**src/rtl/tdc_pkg.sv**
```systemverilog
// Shared types and defaults for the tdc measurement sequencer.
// Holds the FSM state enum, default widths and the min-tracker init value.
package tdc_pkg;

  localparam int TDC_CW = 32;
  localparam int TDC_NW = 8;
  localparam int TDC_DW = 8;

  // Min tracker starts saturated so the first capture always replaces it.
  localparam logic [63:0] MIN_INIT = '1;

  typedef enum logic [2:0] {
    ST_IDLE,
    ST_ARM,
    ST_WAIT,
    ST_CAPTURE,
    ST_DONE
  } state_e;

endpackage

```
**src/rtl/tdc_stats.sv**
```systemverilog
// Result accumulator: count, sum, min and max of captured tdc values.
// Ports: clk/reset, clr (restart stats), cap (add t), t, count/sum/min_v/max_v.
module tdc_stats
  import tdc_pkg::*;
#(
  parameter int CW = TDC_CW,
  parameter int NW = TDC_NW
) (
  input  logic             clk,
  input  logic             reset,
  input  logic             clr,
  input  logic             cap,
  input  logic [CW-1:0]    t,
  output logic [NW-1:0]    count,
  output logic [CW+NW-1:0] sum,
  output logic [CW-1:0]    min_v,
  output logic [CW-1:0]    max_v
);

  logic [NW-1:0]    count_q, count_d;
  logic [CW+NW-1:0] sum_q, sum_d;
  logic [CW-1:0]    min_q, min_d;
  logic [CW-1:0]    max_q, max_d;

  always_comb begin
    count_d = count_q;
    sum_d   = sum_q;
    min_d   = min_q;
    max_d   = max_q;
    if (clr) begin
      count_d = '0;
      sum_d   = '0;
      min_d   = MIN_INIT[CW-1:0];
      max_d   = '0;
    end else if (cap) begin
      count_d = count_q + NW'(1);
      sum_d   = sum_q + {{NW{1'b0}}, t};
      min_d   = (t < min_q) ? t : min_q;
      max_d   = (t > max_q) ? t : max_q;
    end
  end

  always_ff @(posedge clk or posedge reset) begin
    if (reset) begin
      count_q <= '0;
      sum_q   <= '0;
      min_q   <= MIN_INIT[CW-1:0];
      max_q   <= '0;
    end else begin
      count_q <= count_d;
      sum_q   <= sum_d;
      min_q   <= min_d;
      max_q   <= max_d;
    end
  end

  assign count = count_q;
  assign sum   = sum_q;
  assign min_v = min_q;
  assign max_v = max_q;

endmodule

```
**src/rtl/tdc_meas_ctrl.sv**
```systemverilog
// Measurement sequencer: arms the tdc, waits for N bursts, collects stats.
// Ports: start/abort/n_meas/timeout_cycles in, uart_data/tdc_t observed,
// tdc_reset drives the tdc, busy/done/timeout_err status, stats outputs.
module tdc_meas_ctrl
  import tdc_pkg::*;
#(
  parameter int CW = TDC_CW,
  parameter int NW = TDC_NW,
  parameter int DW = TDC_DW
) (
  input  logic             clk,
  input  logic             reset,
  input  logic             start,
  input  logic             abort,
  input  logic [NW-1:0]    n_meas,
  input  logic [CW-1:0]    timeout_cycles,
  input  logic [DW-1:0]    uart_data,
  input  logic [CW-1:0]    tdc_t,
  output logic             tdc_reset,
  output logic             busy,
  output logic             done,
  output logic             timeout_err,
  output logic [NW-1:0]    meas_count,
  output logic [CW+NW-1:0] sum_t,
  output logic [CW-1:0]    min_t,
  output logic [CW-1:0]    max_t
);

  state_e state_q, state_d;

  logic          prev_nz_q, prev_nz_d;
  logic [CW-1:0] timer_q, timer_d;
  logic [CW-1:0] tmo_q, tmo_d;
  logic [NW-1:0] n_q, n_d;
  logic          err_q, err_d;

  logic clr, cap, ld, set_err;
  logic fall, last, tmo_hit;

  assign fall    = prev_nz_q & (uart_data == '0);
  assign last    = (meas_count + NW'(1)) == n_q;
  assign tmo_hit = (tmo_q != '0) && (timer_q == tmo_q - CW'(1));

  always_ff @(posedge clk or posedge reset) begin
    if (reset) state_q <= ST_IDLE;
    else       state_q <= state_d;
  end

  // Abort is tested first in every busy state so it beats all other exits.
  always_comb begin
    state_d = state_q;
    clr     = 1'b0;
    cap     = 1'b0;
    ld      = 1'b0;
    set_err = 1'b0;
    unique case (state_q)
      ST_IDLE: begin
        if (start) begin
          clr     = 1'b1;
          ld      = 1'b1;
          state_d = (n_meas == '0) ? ST_DONE : ST_ARM;
        end
      end
      ST_ARM: begin
        if (abort)                 state_d = ST_IDLE;
        else if (uart_data == '0)  state_d = ST_WAIT;
      end
      ST_WAIT: begin
        if (abort)     state_d = ST_IDLE;
        else if (fall) state_d = ST_CAPTURE;
        else if (tmo_hit) begin
          set_err = 1'b1;
          state_d = ST_DONE;
        end
      end
      ST_CAPTURE: begin
        if (abort) state_d = ST_IDLE;
        else begin
          cap     = 1'b1;
          state_d = last ? ST_DONE : ST_WAIT;
        end
      end
      ST_DONE: state_d = ST_IDLE;
      default: state_d = ST_IDLE;
    endcase
  end

  // Timer only runs in WAIT, so every WAIT entry starts from zero.
  always_comb begin
    prev_nz_d = (uart_data != '0);
    timer_d   = (state_q == ST_WAIT) ? timer_q + CW'(1) : '0;
    n_d       = ld ? n_meas : n_q;
    tmo_d     = ld ? timeout_cycles : tmo_q;
    err_d     = err_q;
    if (ld)           err_d = 1'b0;
    else if (set_err) err_d = 1'b1;
  end

  always_ff @(posedge clk or posedge reset) begin
    if (reset) begin
      prev_nz_q <= 1'b0;
      timer_q   <= '0;
      tmo_q     <= '0;
      n_q       <= '0;
      err_q     <= 1'b0;
    end else begin
      prev_nz_q <= prev_nz_d;
      timer_q   <= timer_d;
      tmo_q     <= tmo_d;
      n_q       <= n_d;
      err_q     <= err_d;
    end
  end

  // The tdc runs only while waiting for or capturing a burst.
  always_comb begin
    tdc_reset   = 1'b1;
    busy        = (state_q != ST_IDLE);
    done        = (state_q == ST_DONE);
    timeout_err = err_q;
    if (state_q == ST_WAIT || state_q == ST_CAPTURE)
      tdc_reset = 1'b0;
  end

  tdc_stats #(
    .CW(CW),
    .NW(NW)
  ) u_stats (
    .clk  (clk),
    .reset(reset),
    .clr  (clr),
    .cap  (cap),
    .t    (tdc_t),
    .count(meas_count),
    .sum  (sum_t),
    .min_v(min_t),
    .max_v(max_t)
  );

endmodule

```
**config.mk**
```make
export PLATFORM = sky130hd
export DESIGN_NAME = tdc_meas_ctrl
export DESIGN_NICKNAME = d
export VERILOG_FILES = /design/src/rtl/tdc_pkg.sv /design/src/rtl/tdc_stats.sv /design/src/rtl/tdc_meas_ctrl.sv
export SDC_FILE = /design/constraint.sdc
export NUM_CORES = 1
export LEC_CHECK = 0
export ABC_AREA = 0
export ABC_CLOCK_PERIOD_IN_PS = 4400
export CELL_PAD_IN_SITES_DETAIL_PLACEMENT = 0
export CELL_PAD_IN_SITES_GLOBAL_PLACEMENT = 1
export CORE_MARGIN = 5
export CORE_UTILIZATION = 42
export CTS_CLUSTER_SIZE = 25
export DETAILED_ROUTE_END_ITERATION = 8
export MAX_ROUTING_LAYER = met4
export PLACE_DENSITY = 0.87
export SYNTH_ARGS = -nofsm -noshare
export SYNTH_HDL_FRONTEND = slang
export SYNTH_HIERARCHICAL = 1
export SYNTH_SLANG_ARGS = --single-unit
```
**constraint.sdc**
```tcl
create_clock -name clk -period 4.4 [get_ports clk]
set_input_delay 0.88 -clock clk [delete_from_list [all_inputs] [get_ports clk]]
set_output_delay 0.88 -clock clk [all_outputs]
set_load 0.005 [all_outputs]
```
==> impl_results.md, run 1 <==
- Die Area: 0.0354 mm2
- RSZ-0062 raised after global routing: false
- Internal power: 0.00339 W
- TNS Setup: 0 ns
- Outcome: complete, no violations
- Skew-Pair Late Insertion Delay: 0.46 ns
- Starting DRT DRC Count: 664
- Final setup violating endpoints: 0
- Layout cells sized above 1: 9.68%
- Net Switching: 0.00193 W
- CP Launch Type: input pin
- Hold Slack: 0.523 ns
- I/O pins: 200
- Post-cts sizing count: 0
- HPWL after DPL: 28.6 mm
- Ys async rst share: 100%
- GRT overflow: 0
- CTS Sinks: 189
- Slew margin rel.: 35.3%
- First-pass GRT wire length: 61.7 mm
- Clock Path Buffers: 2
- Sw Ratio: 36.3%
- Root buf cell: clkbuf_16
- Req. time, crit path: 4.76 ns
- Reg2reg setup slack: 1.25 ns
- Hold buffers post-CTS: 0
- Max Slew Vio Count: 0
- P_leak: 7.12 nW
- Final Wtd Congestion: 0.909
- Final Net Count: 1825
- Pwr dens: 326 mW/mm2
- Number of global-route vias before repair: 11.5k
- Post-synth cell types: 88
- VDD IR max: 0.277 mV
- Synth Instances: 1466
- I/O Buffers: 199
- Initial core utilization: 42.4%
- CTS clock-pin slew for the worst setup and hold paths: 0.07 ns
- TritonCTS Buffers: 17
- Routed WL per cell: 18.4 um
- Seq pwr share: 42.3%
- Num rows: 65
- TritonCTS clock tree: built
- Placed inst area: 0.0158 mm2
- Max Cap Viol: 0
- Initial antenna violation count: 0
- Crit Path Category: input pin to flip-flop
- Syn. warnings: 6
- Worst Hold Class: flip-flop to flip-flop
- Syn Area/Cell: 9.10 um2
- R2R cell count: 10
- Vias: 11.5k
- Core Region: 0.0315 mm2
- Number of synthesized flops with an enable pin: 0
- Fin crit share: 84.3%
- Final Hold Viols: 0
- Critical Path Sink Type: flip-flop
- Clk pwr share: 28.6%
- Power, Total: 0.00531 W
- Die width: 188 um
- Die Span Y: 188 um
- Combinational Power Share: 29.1%
- Fmax: 270 MHz
- Largest net degree at the start of global routing: 85
- # DRC: 0
- Cell Area, Synth: 0.0133 mm2
- Least-Margin Pin Slew: 0.971 ns
- Cell depth of the worst hold path: 2
- All-layer global routing usage: 22.0%
- Final antenna diode count: 0
- Synthesis-stage register bit count: 189
- Post-route ant nets: 0
- Vias per cell: 5.58
- Syn_nets: 1651
- Seq/Total Area, Yosys: 35.8%
- Number of fill cells: 2900
- Post-synth top flop: dfrtp_1
- 1st-pass router iterations: 7
- Final Cell Area: 0.0163 mm2
- Area occupied by multi-input gates: 0.00797 mm2
- Number of H-tree levels: 4
- Sequential Area: 0.00477 mm2
- Final core utilization: 51.8%
- Final Critical Period: 3.71 ns
- Total wire length: 37.9 mm
- Worst EP arrival: 4.07 ns
- Clock Skew: 0.0168 ns
- Post-CTS setup buffers: 0
- Area Growth Syn to Fin: 22.3%
- Crit Path Max Fanout: 24
[metrics by stage]
step           cells  setup WS [ns]
2_1_floorplan   1466          0.614
3_3_place_gp    2023          0.307
3_5_place_dp    2023          0.246
6_report        2055          0.693
5_1_grt         2055          0.512
4_1_cts         2055          0.740
[power by group through the flow]
stage               Sequential, W  Combinational (W)  Clock, W
global placement          0.00228            0.00150         0
floorplan                 0.00214            0.00123         0
CTS                       0.00225            0.00155   0.00156
finish                    0.00225            0.00155   0.00152
detailed placement        0.00228            0.00154         0
global route              0.00229            0.00172   0.00163
[placed cells by master, fill, tap and decap left out, drive strengths merged, types with 32 or more instances in the layout]
| cell | instances |
|---|---|
| a21o | 53 |
| a21oi | 62 |
| clkdlybuf4s50 | 199 |
| dfrtp | 157 |
| dfstp | 32 |
| ha | 100 |
| inv | 97 |
| mux2 | 38 |
| mux2i | 86 |
| nand2 | 132 |
| nand3 | 35 |
| nor2 | 181 |
| nor3 | 47 |
| o21ai | 41 |
| xnor2 | 54 |
| xor2 | 45 |
[cell families after synthesis]
logic type,after synthesis,share of synthesized area (%)
simple gates,545,20.2
buf+inv,149,4.66
compound gates,259,13.7
flops,189,35.8
xor+xnor,99,6.50
mux,124,9.66
fa+ha+maj,101,9.53
[cells in the mapped netlist, types with 10 or more instances]
cell type / number / area, um2
nor2_1: 180 / 676
dfrtp_1: 157 / 3930
nand2_1: 132 / 495
ha_1: 100 / 1250
inv_1: 87 / 327
mux2i_1: 86 / 861
a21oi_1: 58 / 290
xnor2_1: 54 / 473
a21o_1: 53 / 398
xor2_1: 45 / 394
nor3_1: 41 / 205
o21ai_0: 39 / 195
clkbuf_1: 37 / 139
mux2_2: 37 / 417
nand3_1: 35 / 175
dfstp_2: 32 / 841
nand4_1: 26 / 163
and3_1: 17 / 106
a31oi_1: 15 / 93.8
or3_1: 15 / 93.8
nor4_1: 14 / 87.6
buf_2: 11 / 55.1
o211ai_1: 10 / 75.1
[area by class of cell]
cell class                 instances  area share (%)
tap                              402            3.08
clock inverter                    14           0.736
inverter                          87            2.02
multi-input combinational       1128            48.9
timing repair buffer             217            13.4
sequential                       189            29.2
clock buffer                      18            2.63
[flip-flops by register name (all words and copies together), names as in the netlist]
| register | count |
|---|---|
| tmo_q | 32 |
| timeout_err | 1 |
| u_stats/max_v | 32 |
| u_stats/min_v | 32 |
| timer_q | 32 |
| prev_nz_q | 1 |
| n_q | 8 |
| state_q | 3 |
| u_stats/count | 8 |
| u_stats/sum | 40 |
[final timing paths]
| kind | start | endpoint |
|---|---|---|
| worst max-delay path | tdc_t[1] | u_stats/max_v[29] |
| worst min-delay path | u_stats/min_v[6] | u_stats/min_v[6] |
| worst max register to register | u_stats/sum[0] | u_stats/sum[38] |
| worst min register to register | u_stats/min_v[6] | u_stats/min_v[6] |
| max in group asynchronous | reset | u_stats/min_v[29] |
| min in group asynchronous | reset | u_stats/count[4] |
[per-layer routing]
metal / GRT usage [%] / share of wire, % / vias up
met5: - / 0 / -
met4: 7.96 / 3.1 / 0
li1: - / - / 5565
met2: 34.5 / 47 / 267
met3: 4.13 / 4.6 / 56
met1: 28.5 / 46 / 5576
[critical path: stages]
cell	delay [ns]
clkdlybuf4s50_1	0.65
ha_1	0.31
nor2b_1	0.14
o21a_1	0.16
o21a_1	0.17
o21ai_0	0.19
o211ai_1	0.19
a221oi_1	0.73
nor2_4	0.18
buf_12	0.24
mux2i_1	0.20
No activity file was read; power rests on OpenSTA's default activity.
==> run 2, diff against run 1 <==
- ABC_CLOCK_PERIOD_IN_PS: 4400 -> 3000
- CORE_UTILIZATION: 42 -> 38
- PLACE_DENSITY: 0.87 -> 0.83
- clock period: 4.4 -> 3 ns (I/O delays scaled with it)
==> impl_results.md, run 2 (same netlist as run 1, synthesis figures left out) <==
- Routed WL per cell: 17.7 um
- Final Critical Period: 2.96 ns
- TritonCTS Buffers: 17
- Hold buffers post-CTS: 0
- Largest net degree at the start of global routing: 78
- I/O Buffers: 199
- CP Launch Type: input pin
- Clock Path Buffers: 2
- Most frequent cells in the layout: clkdlybuf4s50_1, nor2_1, buf_4
- Die Span Y: 197 um
- Num rows: 68
- Slew margin rel.: 55.0%
- Number of fill cells: 3192
- Clock Skew: 0.0128 ns
- TritonCTS clock tree: built
- Fin crit share: 98.5%
- Post-route ant nets: 0
- Outcome: complete, no violations
- Number of H-tree levels: 4
- 1st-pass router iterations: 5
- Final setup violating endpoints: 0
- Starting DRT DRC Count: 731
- CTS clock-pin slew for the worst setup and hold paths: 0.08 ns
- GRT overflow: 0
- Max Cap Viol: 0
- Post-Layout Cell Count: 2271
- Area occupied by multi-input gates: 0.00818 mm2
- Slowest CP cell: clkdlybuf4s50_1
- All-layer global routing usage: 20.9%
- Final Hold Viols: 0
- Sequential Area: 0.00477 mm2
- Crit Path Max Fanout: 9
- Final core utilization: 51.9%
- TNS Setup: 0 ns
- Skew-Pair Late Insertion Delay: 0.45 ns
- Number of global-route vias before repair: 12.0k
- WP buf/inv: 4
- Area Growth Syn to Fin: 34.7%
- P_leak: 8.06 nW
- Req. time, crit path: 3.34 ns
- Vias: 12.0k
- Vias per cell: 5.26
- Crit path largest cell delay: 0.46 ns
- Initial core utilization: 38.5%
- Final Wtd Congestion: 0.902
- Initial antenna violation count: 0
- Crit-path cells: clkdlybuf4s50_1 -> buf_4 -> ha_1 -> a21o_1 -> a21o_1 -> a21oi_1 -> o21a_1 -> o211ai_1 -> a221oi_2 -> buf_4 -> nor2_4 -> buf_4 -> mux2i_1
- Root buf cell: clkbuf_16
- Cell mode on critical path: buf_4
- Worst slack, placed: -0.706 ns
- Critical Path Sink Type: flip-flop
- First-pass GRT wire length: 64.0 mm
- Most common cell after layout, fill and taps aside: clkdlybuf4s50_1
- Crit-path leading delay family: compound AO/OA/AOI/OAI gates
- Largest register FFs: 40
- Core Region: 0.0346 mm2
- Final Net Count: 1988
- Die width: 197 um
- Crit Path Category: input pin to flip-flop
- CTS Sinks: 189
- Fmax: 338 MHz
- Setup WS post-layout: 0.0440 ns
- I/O pins: 200
- HPWL after DPL: 30.4 mm
- # DRC: 0
- Layout cells sized above 1: 19.1%
- Final antenna diode count: 0
- VDD IR max: 0.499 mV
- Die Area: 0.0389 mm2
- Worst EP arrival: 3.29 ns
- Total wire length: 40.1 mm
- Worst Hold Class: flip-flop to flip-flop
- RSZ-0062 raised after global routing: true
- Least-Margin Pin Slew: 0.672 ns
- Pwr dens: 451 mW/mm2
- Max Slew Vio Count: 0
- Placed cells: 2231
-- run 2: tightest hold or removal path: stages (launching register included) --
cell,delay (ns)
dfrtp_1,0.36
a31oi_1,0.05
nor2_1,0.07
-- run 2: metrics by stage --
stage | cell area, um2 | hold WS (ns) | total power (W)
after floorplan | 13300 | 0.486 | 0.00495
after global placement | 17100 | 0.504 | 0.00573
after detailed placement | 17100 | 0.509 | 0.00580
after CTS | 17800 | 0.527 | 0.00816
after global routing | 18000 | 0.550 | 0.00858
final | 18000 | 0.522 | 0.00810
-- run 2: path summary, 6_finish.rpt --
| path | to | slack [ns] | depth (start not counted) | startpoint |
|---|---|---|---|---|
| worst max-delay path | u_stats/max_v[9] | 0.04 | 13 | tdc_t[9] |
| worst min-delay path | timeout_err | 0.52 | 2 | timeout_err |
| worst max register to register | u_stats/sum[18] | 0.15 | 11 | u_stats/sum[0] |
| worst min register to register | timeout_err | 0.52 | 2 | timeout_err |
| max in group asynchronous | u_stats/min_v[21] | 1.65 | 3 | reset |
| min in group asynchronous | u_stats/sum[39] | 0.63 | 2 | reset |
-- run 2: layout make-up --
type | instances | area share (%)
clock inverters | 14 | 0.828
flip-flops and latches | 189 | 26.5
repair buffers | 380 | 19.7
multi-input cells | 1128 | 45.5
clock buffers | 18 | 2.39
inverters | 87 | 1.84
well taps | 455 | 3.17
-- run 2: power breakdown --
part | internal, W | total [W] | switching (W)
logic | 0.00120 | 0.00253 | 0.00133
clock network | 0.00118 | 0.00231 | 0.00113
registers | 0.00284 | 0.00327 | 0.000426
-- run 2: what timing repair did --
| item | CTS | global route |
|---|---|---|
| hold endpoints to repair | 0 | 0 |
| resized for setup | 13 | 34 |
| endpoints found under the setup margin | 27 | 76 |
| gates cloned | 0 | 1 |
| pin swaps | 6 | 9 |
| setup buffers | 5 | 2 |
-- run 2: metal layers --
metal  routed length [um]  GRT usage [%]  up-vias  part of all wire, %
li1                     -              -     5891                    -
met1                18100           26.5     5785                   45
met2                19400           34.4      235                   48
met3                 1650           3.67       40                  4.1
met4                  939           6.06        0                  2.3
met5                    0              -        -                    0
==> run 3, diff against run 2 <==
- ABC_CLOCK_PERIOD_IN_PS: 3000 -> 3600
- CORE_UTILIZATION: 38 -> 46
- GPL_ROUTABILITY_DRIVEN: unset -> 1
- PLACE_DENSITY: 0.83 -> 0.94
- clock period: 3 -> 3.6 ns (I/O delays scaled with it)
==> impl_results.md, run 3 (same netlist as run 1, synthesis figures left out) <==
- Max Cap Viol: 0
- Die width: 180 um
- Crit Path Category: input pin to flip-flop
- TritonCTS Buffers: 17
- Req. time, crit path: 3.96 ns
- 1st-pass router iterations: 6
- Hold buffers post-CTS: 0
- CTS clock-pin slew for the worst setup and hold paths: 0.08 ns
- Skew-Pair Late Insertion Delay: 0.44 ns
- Final Net Count: 1895
- Final Wtd Congestion: 0.986
- GRT overflow: 0
- Combinational Power Share: 28.6%
- Initial antenna violation count: 0
- First-pass GRT wire length: 62.0 mm
- Final antenna diode count: 0
- Number of H-tree levels: 4
- Largest register FFs: 40
- Area Growth Syn to Fin: 26.8%
- Initial core utilization: 46.5%
- Clk pwr share: 30.4%
- P_leak: 7.48 nW
- Worst EP arrival: 3.78 ns
- Fmax: 292 MHz
- Worst Min Path Start: timeout_err
- Top sig layer: met4
- Fin crit share: 95.1%
- Final Hold Viols: 0
- Sw Ratio: 34.5%
- HPWL after DPL: 28.8 mm
- Total wire length: 37.9 mm
- Net Switching: 0.00233 W
- RSZ-0062 raised after global routing: false
- Largest net degree at the start of global routing: 108
- DR WL met2: 18.3 mm
- Most common cell after layout, fill and taps aside: clkdlybuf4s50_1
- CTS Sinks: 189
- Vias per cell: 5.63
- VDD IR max: 0.375 mV
- I/O pins: 200
- Routed WL per cell: 18.0 um
- Num rows: 62
- Internal power: 0.00441 W
- Vias: 11.9k
- Clock Skew: 0.0148 ns
- Outcome: complete, no violations
- Post-CTS setup buffers: 0
- M1 WL: 16.7 mm
- Critical Path Sink Type: flip-flop
- Final setup violating endpoints: 0
- Starting DRT DRC Count: 753
- I/O Buffers: 199
- Number of global-route vias before repair: 11.9k
- Die Span Y: 180 um
- CP Launch Type: input pin
- TritonCTS clock tree: built
- R2r startpoint: u_stats/sum[4]
- # DRC: 0
- Hold Slack: 0.522 ns
- All-layer global routing usage: 23.7%
- Root buf cell: clkbuf_16
- Worst slack, placed: -0.259 ns
- Die Area: 0.0325 mm2
- Layout cells sized above 1: 13.4%
- Slew margin rel.: 55.0%
- Post-cts sizing count: 0
- Least-Margin Pin Slew: 0.676 ns
- Final Critical Period: 3.43 ns
- Most frequent cells in the layout: clkdlybuf4s50_1, nor2_1, dfrtp_1
- Core Region: 0.0287 mm2
- Metal3 WL: 1.90 mm
- Seq pwr share: 41.0%
- Pwr dens: 398 mW/mm2
- Max Slew Vio Count: 0
- Post-route ant nets: 0
- Worst Hold Class: flip-flop to flip-flop
- Clock Path Buffers: 2
- Setup WS post-layout: 0.175 ns
- Worst Setup SP: tdc_t[0]
- Crit Path Max Fanout: 4
[run 3: critical path: stages]
cell	delay, ns
clkdlybuf4s50_1	0.49
ha_1	0.21
fa_1	0.20
a21oi_1	0.10
o221ai_2	0.28
a311oi_2	0.13
buf_4	0.17
a211oi_2	0.36
a2111oi_4	0.15
buf_4	0.17
or2_1	0.25
or3_1	0.36
a21oi_1	0.17
[run 3: worst paths after layout]
| check | end | slack [ns] | cells after the start |
|---|---|---|---|
| max | u_stats/sum[38] | 0.17 | 13 |
| min | timeout_err | 0.52 | 2 |
| max reg2reg | u_stats/sum[38] | 0.56 | 11 |
| min reg2reg | timeout_err | 0.52 | 2 |
| max in group asynchronous | u_stats/min_v[16] | 2.07 | 3 |
| min in group asynchronous | u_stats/count[6] | 0.76 | 2 |
[run 3: metrics by stage]
step                std cells  total power (W)  setup TNS [ns]  utilization, %  cell area [um2]
detailed placement       2075          0.00470           -1.35            56.7            16300
global route             2107          0.00711               0            58.9            16900
CTS                      2107          0.00677               0            58.9            16900
finish                   2107          0.00674               0            58.9            16900
global placement         2075          0.00463          -0.447            56.7            16300
floorplan                1466          0.00413               0               -            13300
[run 3: power groups by stage]
stage               Sequential (W)  Clock [W]  Combinational [W]
floorplan                  0.00262          0            0.00151
global placement           0.00278          0            0.00185
detailed placement         0.00279          0            0.00191
CTS                        0.00275    0.00209            0.00193
global route               0.00280    0.00217            0.00214
finish                     0.00276    0.00205            0.00193
[run 3: cell type report]
class / count / area, um2
well taps: 384 / 480
clock buffers: 19 / 453
fillers: 2504 / 11800
repair buffers: 287 / 2730
flip-flops and latches: 189 / 4770
clock inverters: 13 / 173
multi-input cells: 1128 / 7990
inverters: 87 / 330
[run 3: routing by layer]
metal | vias up | track usage (%)
li1 | 5704 | -
met1 | 5776 | 30.3
met2 | 324 | 38.3
met3 | 61 | 4.48
met4 | 0 | 7.23
met5 | - | -
